File: config.mk
export PLATFORM = sky130hd
export DESIGN_NAME = spi_frame_rx
export DESIGN_NICKNAME = d
export VERILOG_FILES = /design/src/rtl/spi_frame_rx.sv
export SDC_FILE = /design/constraint.sdc
export NUM_CORES = 1
export LEC_CHECK = 0
export CAP_MARGIN = 20
export CELL_PAD_IN_SITES_DETAIL_PLACEMENT = 1
export CELL_PAD_IN_SITES_GLOBAL_PLACEMENT = 2
export CORE_ASPECT_RATIO = 1.5
export CORE_MARGIN = 1.5
export CORE_UTILIZATION = 37
export CTS_BUF_LIST = sky130_fd_sc_hd__clkbuf_16
export CTS_CLUSTER_SIZE = 28
export DETAILED_ROUTE_END_ITERATION = 10
export PLACE_DENSITY = 0.84
export SLEW_MARGIN = 20
export SYNTH_ARGS = -nofsm -noshare
export SYNTH_HDL_FRONTEND = slang
export SYNTH_SLANG_ARGS = --single-unit
File: constraint.sdc
create_clock -name clk -period 2.9 [get_ports clk]
set_input_delay 0.58 -clock clk [delete_from_list [all_inputs] [get_ports clk]]
set_output_delay 0.58 -clock clk [all_outputs]
set_load 0.05 [all_outputs]
File: src/rtl/spi_frame_rx.sv
// rtl/spi_frame_rx.sv - SPI slave frame receiver with length/checksum validation
// Oversamples SCLK/CS/MOSI in the clk domain and publishes good frames on DATA.
module spi_frame_rx #(
    parameter int N_BYTES     = 51,
    parameter int SYNC_STAGES = 2,
    parameter int SAMPLE_EDGE = 0,
    parameter int CHK_EN      = 0
) (
    input  logic                   clk,
    input  logic                   rst_n,
    input  logic                   clk_en,
    input  logic                   SCLK,
    input  logic                   CS,
    input  logic                   MOSI,
    output logic [8*N_BYTES-1:0]   DATA,
    output logic                   SPI_WR,
    output logic                   ERR,
    output logic [1:0]             ERR_CODE,
    output logic [15:0]            FRAME_CNT,
    output logic                   BUSY
);
    localparam int FRAME_BITS = 8 * N_BYTES;
    localparam int BCW        = $clog2(FRAME_BITS + 1);
    localparam int SETTLE     = SYNC_STAGES + 2;
    localparam int SCW        = $clog2(SETTLE + 1);

    localparam logic [1:0] S_SKIP  = 2'd0;
    localparam logic [1:0] S_IDLE  = 2'd1;
    localparam logic [1:0] S_RECV  = 2'd2;
    localparam logic [1:0] S_CHECK = 2'd3;

    logic [SYNC_STAGES-1:0] r_sclk_sync, r_cs_sync, r_mosi_sync;
    logic                   r_sclk_prev, r_cs_prev;
    logic                   r_sclk_edge, r_cs_rise, r_cs_fall, r_mosi_smp;
    logic [1:0]             r_state;
    logic [SCW-1:0]         r_settle;
    logic [BCW-1:0]         r_bit_cnt;
    logic [7:0]             r_byte_cnt, r_shift, r_xor;
    logic                   r_overrun;
    logic [FRAME_BITS-1:0]  r_buf, r_data;
    logic                   r_spi_wr, r_err;
    logic [1:0]             r_err_code;
    logic [15:0]            r_frame_cnt;

    logic       w_sclk_s, w_cs_s, w_mosi_s, w_sclk_sel, w_start, w_full, w_last_bit;
    logic [7:0] w_byte;

    assign w_sclk_s   = r_sclk_sync[SYNC_STAGES-1];
    assign w_cs_s     = r_cs_sync[SYNC_STAGES-1];
    assign w_mosi_s   = r_mosi_sync[SYNC_STAGES-1];
    assign w_sclk_sel = (SAMPLE_EDGE != 0) ? (r_sclk_prev & ~w_sclk_s) : (~r_sclk_prev & w_sclk_s);
    // A CS fall seen while CHECK runs must start the next frame, not be dropped.
    assign w_start    = r_cs_fall && ((r_state == S_IDLE) || (r_state == S_CHECK));
    assign w_full     = (r_byte_cnt == 8'(N_BYTES));
    assign w_last_bit = (r_bit_cnt[2:0] == 3'd7);
    assign w_byte     = {r_shift[6:0], r_mosi_smp};

    assign DATA      = r_data;
    assign SPI_WR    = r_spi_wr;
    assign ERR       = r_err;
    assign ERR_CODE  = r_err_code;
    assign FRAME_CNT = r_frame_cnt;
    assign BUSY      = (r_state == S_RECV);

    always_ff @(posedge clk or negedge rst_n) begin
        if (!rst_n) begin
            r_sclk_sync <= '0;
            r_cs_sync   <= '1;
            r_mosi_sync <= '0;
            r_sclk_prev <= 1'b0;
            r_cs_prev   <= 1'b1;
            r_sclk_edge <= 1'b0;
            r_cs_rise   <= 1'b0;
            r_cs_fall   <= 1'b0;
            r_mosi_smp  <= 1'b0;
            r_state     <= S_SKIP;
            r_settle    <= SCW'(SETTLE);
            r_bit_cnt   <= '0;
            r_byte_cnt  <= '0;
            r_shift     <= '0;
            r_xor       <= '0;
            r_overrun   <= 1'b0;
            r_buf       <= '0;
            r_data      <= '0;
            r_spi_wr    <= 1'b0;
            r_err       <= 1'b0;
            r_err_code  <= '0;
            r_frame_cnt <= '0;
        end else begin
            // Strobes self-clear every cycle so a frozen clk_en can never stretch them.
            r_spi_wr <= 1'b0;
            r_err    <= 1'b0;
            if (clk_en) begin
                r_sclk_sync <= {r_sclk_sync[SYNC_STAGES-2:0], SCLK};
                r_cs_sync   <= {r_cs_sync[SYNC_STAGES-2:0], CS};
                r_mosi_sync <= {r_mosi_sync[SYNC_STAGES-2:0], MOSI};
                r_sclk_prev <= w_sclk_s;
                r_cs_prev   <= w_cs_s;
                r_sclk_edge <= w_sclk_sel;
                r_cs_rise   <= w_cs_s & ~r_cs_prev;
                r_cs_fall   <= ~w_cs_s & r_cs_prev;
                r_mosi_smp  <= w_mosi_s;

                if (r_state == S_CHECK) begin
                    if (r_bit_cnt == '0 && !r_overrun) begin
                        r_err <= 1'b0;
                    end else if (r_overrun) begin
                        r_err      <= 1'b1;
                        r_err_code <= 2'd2;
                    end else if (r_bit_cnt != BCW'(FRAME_BITS)) begin
                        r_err      <= 1'b1;
                        r_err_code <= 2'd1;
                    end else if (CHK_EN != 0 && r_buf[7:0] != r_xor) begin
                        r_err      <= 1'b1;
                        r_err_code <= 2'd3;
                    end else begin
                        r_data      <= r_buf;
                        r_spi_wr    <= 1'b1;
                        r_frame_cnt <= r_frame_cnt + 16'd1;
                    end
                end

                if (w_start) begin
                    r_bit_cnt  <= '0;
                    r_byte_cnt <= '0;
                    r_shift    <= '0;
                    r_xor      <= '0;
                    r_overrun  <= 1'b0;
                    r_state    <= S_RECV;
                end else begin
                    case (r_state)
                        S_SKIP: begin
                            // Wait for the synchroniser to flush its reset value before trusting CS.
                            if (r_settle != '0)
                                r_settle <= r_settle - 1'b1;
                            else if (w_cs_s)
                                r_state <= S_IDLE;
                        end
                        S_IDLE: r_state <= S_IDLE;
                        S_RECV: begin
                            if (r_cs_rise) begin
                                r_state <= S_CHECK;
                            end else if (r_sclk_edge) begin
                                if (w_full) begin
                                    r_overrun <= 1'b1;
                                end else begin
                                    r_shift   <= w_byte;
                                    r_bit_cnt <= r_bit_cnt + 1'b1;
                                    if (w_last_bit) begin
                                        for (int i = 0; i < N_BYTES; i++)
                                            if (r_byte_cnt == 8'(i))
                                                r_buf[8*(N_BYTES-1-i) +: 8] <= w_byte;
                                        if (r_byte_cnt < 8'(N_BYTES - 1))
                                            r_xor <= r_xor ^ w_byte;
                                        r_byte_cnt <= r_byte_cnt + 8'd1;
                                    end
                                end
                            end
                        end
                        S_CHECK: r_state <= S_IDLE;
                        default: r_state <= S_SKIP;
                    endcase
                end
            end
        end
    end
endmodule
; After elaboration in Yosys (flattened, before gate mapping)
; Index checks and enable logic that the tools add are counted.
[totals]
regBits = 878
input_bits = 6
out_inout_bits = 429
wordCells = 258
[op_classes]
addsub = 4
n_eq_ne = 61
muxes = 38
n_bitwise = 12
reduce_logical = 72
[ops]
columns = cell, n
row1 = 8-bit AND reduction, 51
row2 = 8-bit by 6-bit equality test with 1-bit output (second input constant), 20
row3 = 8-bit by 5-bit equality test with 1-bit output (second input constant), 16
row4 = 8-bit by 4-bit equality test with 1-bit output (second input constant), 8
row5 = 8-bit two-way mux, 6
row6 = 9-bit two-way mux, 5
row7 = 7-bit two-way mux, 5
row8 = 8-bit by 3-bit equality test with 1-bit output (second input constant), 4
row9 = 16-bit by 1-bit adder with 16-bit output (second input constant), 1
row10 = 8-bit by 2-bit equality test with 1-bit output (second input constant), 2
row11 = 1-bit two-way mux, 15
row12 = 5-bit AND reduction, 3
row13 = 2-bit two-way mux, 6
row14 = 4-bit AND reduction, 3
row15 = 2-bit nonzero test, 5
row16 = 9-bit by 1-bit adder with 9-bit output (second input constant), 1
row17 = 9-bit zero test, 1
row18 = 9-bit != test (second input constant), 1
row19 = 1-bit inverter, 9
row20 = 8-bit by 1-bit adder with 8-bit output (second input constant), 1
row21 = 8-bit by 1-bit equality test with 1-bit output (second input constant), 1
row22 = 8-bit zero test, 1
row23 = 3-bit != test (second input constant), 2
row24 = 2-bit one-hot mux with 3 select lines, 1
row25 = 15 further kinds, 19

; Longest topological paths before layout
[logic_depth]
ltp_word = 7
ltp_mapped = 11

; Least setup slack after synthesis
; No wires, ideal clock.
[synth_timing]
path_type = register -> register
from = reg r_bit_cnt[0]
to = reg r_buf[120]
setup_ns = 0.125
t_arrival_ns = 2.167
required_time_ns = 2.775
path_slack_ns = 0.608
stages_incl_launch_ff = 9
n_path_buf = 2
synth_period_minus_slack_ns = 2.292
cell_sequence = dfrtp_1 -> ha_1 -> ha_1 -> clkbuf_1 -> and3b_1 -> nand4_1 -> clkbuf_1 -> nor3_2 -> mux2_2
[synth_via]
elab_chain_cells = 2
[synth_lines]
columns = item, line
row1 = start: declaration, 37  ; logic [BCW-1:0] r_bit_cnt;
row2 = start signal: assignment, 148  ; r_bit_cnt <= r_bit_cnt + 1'b1;
row3 = 3-bit equality test, 55  ; assign w_last_bit = (r_bit_cnt[2:0] == 3'd7);
row4 = 8-bit AND reduction (no source line), n/a
row5 = end signal: indexed assignment, 152  ; r_buf[8*(N_BYTES-1-i) +: 8] <= w_byte;
row6 = end: declaration, 40  ; logic [FRAME_BITS-1:0] r_buf, r_data;
; Every way passes these cells.
; A chain may end at the register's enable or synchronous reset.

==> flow_summary.json <==
{
  "hold_violations": 0,
  "crit_end": "BUSY",
  "arrival_ns": 2.24,
  "placementRows": 136,
  "drive_above_1_share": 0.203,
  "antenna_found_initial": 1,
  "coreArea_mm2": 0.0914,
  "firstDrtPassIters": 4,
  "crit_path_end_kind": "output pin",
  "grt_pass1_wl_um": 159000,
  "yosys.area.top_type": "dfrtp_1",
  "path_clk_slew_ns": 0.07,
  "p_sw_w": 0.00586,
  "timing.rr.start": "r_bit_cnt[0]",
  "fin_worst_skew_ns": 0.0176,
  "clock-root-buffer": "clkbuf_16",
  "grt_max_degree": 156,
  "syn_area_mm2": 0.0340,
  "cts_htree_levels": 3,
  "irDropWorstVdd_v": 0.000377,
  "slew_headroom": 0.289,
  "post-route-period-util": 0.971,
  "synthCells": 2941,
  "p_leak_nw": 22.5,
  "required_ns": 2.32,
  "nets": 3449,
  "vias": 23085,
  "yosysWarnings": 0,
  "min_period_ns": 2.82,
  "start_util": 0.372,
  "fp.dieH_um": 374,
  "p_per_area_mw_per_mm2": 572,
  "synth_edf_count": 0,
  "outcome": "complete, no violations",
  "most-common-layout-cells": "nand2_1, dfrtp_1, clkdlybuf4s50_1",
  "clk_latency_ns": 0.68,
  "synth_top_area_share": 0.643,
  "setup_viol": 0,
  "io_buffers": 434,
  "grt_pass1_vias": 25241,
  "max_freq_mhz": 355,
  "p_total_w": 0.0248,
  "postRouteAntennaNets": 0,
  "drt_iter0_drc": 1240,
  "layout_commonest_cell": "nand2_1",
  "p_comb_frac": 0.039,
  "gp_congestion": 0.769,
  "r2r_end": "DATA[354]",
  "viasPerCell": 4.94,
  "switching_share": 0.237,
  "ys_seq_area_frac": 0.646,
  "holdWs_ns": 0.460,
  "pwr-share-clk": 0.455,
  "dpl.hpwl_um": 66600,
  "die_area_mm2": 0.0938,
  "ys_ff_latch": 878,
  "cts_resized": 0,
  "crit_fanout": 9,
  "hold_path.class": "reg -> reg",
  "p_int_w": 0.0189,
  "synth_cell_types": 55,
  "tightest_slew_ns": 1.07,
  "maxSlewViolCount": 0,
  "synthArstFlopShare": 1.00,
  "synth_nets": 2957,
  "synthFlopType": "dfrtp_1",
  "cts_tree": "done",
  "cts_made_buffers": 85,
  "drc": 0,
  "wire_per_inst_um": 22.0,
  "cap_violations": 0,
  "pin_count": 435,
  "fillers": 9683,
  "r2r_cells": 7,
  "cp-start-kind": "flop",
  "cts_sinks": 878,
  "grt-ovfl-total": 0,
  "area.growth.synth_to_final_pct": 27.2,
  "ff2ff_setup_slack_ns": 0.21,
  "seq_power_share": 0.506,
  "rsz0062_at_grt": "false",
  "antennaDiodeCount": 0,
  "fin_setup_tns_ns": 0,
  "avgSynthCellArea_um2": 11.6,
  "cts.path.max_buffers": 3,
  "finalWirelength_um": 103000,
  "die_w_um": 251,
  "track_usage": 0.224,
  "ys_top_cells_by_area": "dfrtp_1, nand2_1, mux2_2",
  "path_class": "reg -> out"
}
## flip-flops by register name, indices dropped and copies added (netlist names), 2 cells and up, named ones only
register and cells:
ERR_CODE 2, r_sclk_sync 2, FRAME_CNT 16, r_cs_sync 2, DATA 408, r_mosi_sync 2, r_bit_cnt 9, r_settle 3
r_shift 7, r_buf 408, r_byte_cnt 8
## power groups by stage
stage / Sequential (W) / Combinational [W] / Clock, W
after global routing: 0.0125 / 0.00106 / 0.0120
after global placement: 0.0127 / 0.000986 / 0
final: 0.0125 / 0.000963 / 0.0113
after floorplan: 0.0126 / 0.000402 / 0
after detailed placement: 0.0128 / 0.00100 / 0
after CTS: 0.0125 / 0.00101 / 0.0116
## routing by layer
metal,vias to the layer above,global-route usage,part of all wire
li1,10462,-,-
met2,495,0.395,0.52
met5,-,0,0
met1,11996,0.280,0.42
met3,132,0.0312,0.038
met4,0,0.0735,0.026
## worst min-delay path by stage
stage	end	slack [ns]	startpoint	cells after the start
after floorplan	DATA[0]	0.28	rst_n	0
after global placement	DATA[289]	0.44	r_buf[289]	2
after detailed placement	DATA[370]	0.45	r_buf[370]	2
after CTS	DATA[95]	0.43	rst_n	2
after global routing	r_buf[70]	0.48	rst_n	2
final	DATA[66]	0.46	r_buf[66]	2
## cell type report
cell class | instances | area [µm²] | share of cell area
clock buffer | 88 | 2200 | 0.0509
inverter | 14 | 60.1 | 0.00139
timing repair buffer | 564 | 5730 | 0.132
clock inverter | 66 | 572 | 0.0132
multi-input combinational | 1890 | 11300 | 0.260
tap | 1173 | 1470 | 0.0339
sequential | 878 | 22000 | 0.508
## Yosys cell counts, types with 13 or more instances
| cell type | instances |
|---|---|
| nand4_1 | 14 |
| buf_2 | 26 |
| mux2_2 | 368 |
| xnor2_1 | 17 |
| dfrtp_1 | 874 |
| nand3_1 | 35 |
| mux2_4 | 48 |
| nand2_1 | 1261 |
| o21ai_0 | 13 |
| inv_1 | 13 |
| buf_4 | 21 |
| nor2_1 | 18 |
| clkbuf_1 | 108 |
## critical path, stage by stage (launching register included)
cell,delay (ns)
dfrtp_1,0.48
nor2b_1,0.21
clkdlybuf4s50_1,0.87
## repair_timing
| action | 4_1_cts | 5_1_grt |
|---|---|---|
| endpoints found under the hold margin | 31 | 0 |
| hold buffers | 1 | 0 |
| buffers inserted | 0 | 0 |
## kinds of logic after synthesis
logic type,count (synthesis),synth area share
compound gates,42,0.00850
mux,420,0.144
fa+ha+maj,10,0.00368
flops,878,0.646
simple gates,1400,0.169
xor+xnor,18,0.00463
buf+inv,173,0.0235
## stage by stage
stage / cells / setup slack, ns / util / cell area, µm²
4_1_cts: 4673 / 0.00875 / 0.474 / 43300
3_5_place_dp: 4518 / 0.0566 / 0.443 / 40500
6_report: 4673 / 0.0840 / 0.474 / 43300
2_1_floorplan: 2941 / 0.608 / - / 34000
3_3_place_gp: 4518 / 0.100 / 0.443 / 40500
5_1_grt: 4673 / 0.0305 / 0.474 / 43300
Note: power is estimated with default switching activity, not from simulation.
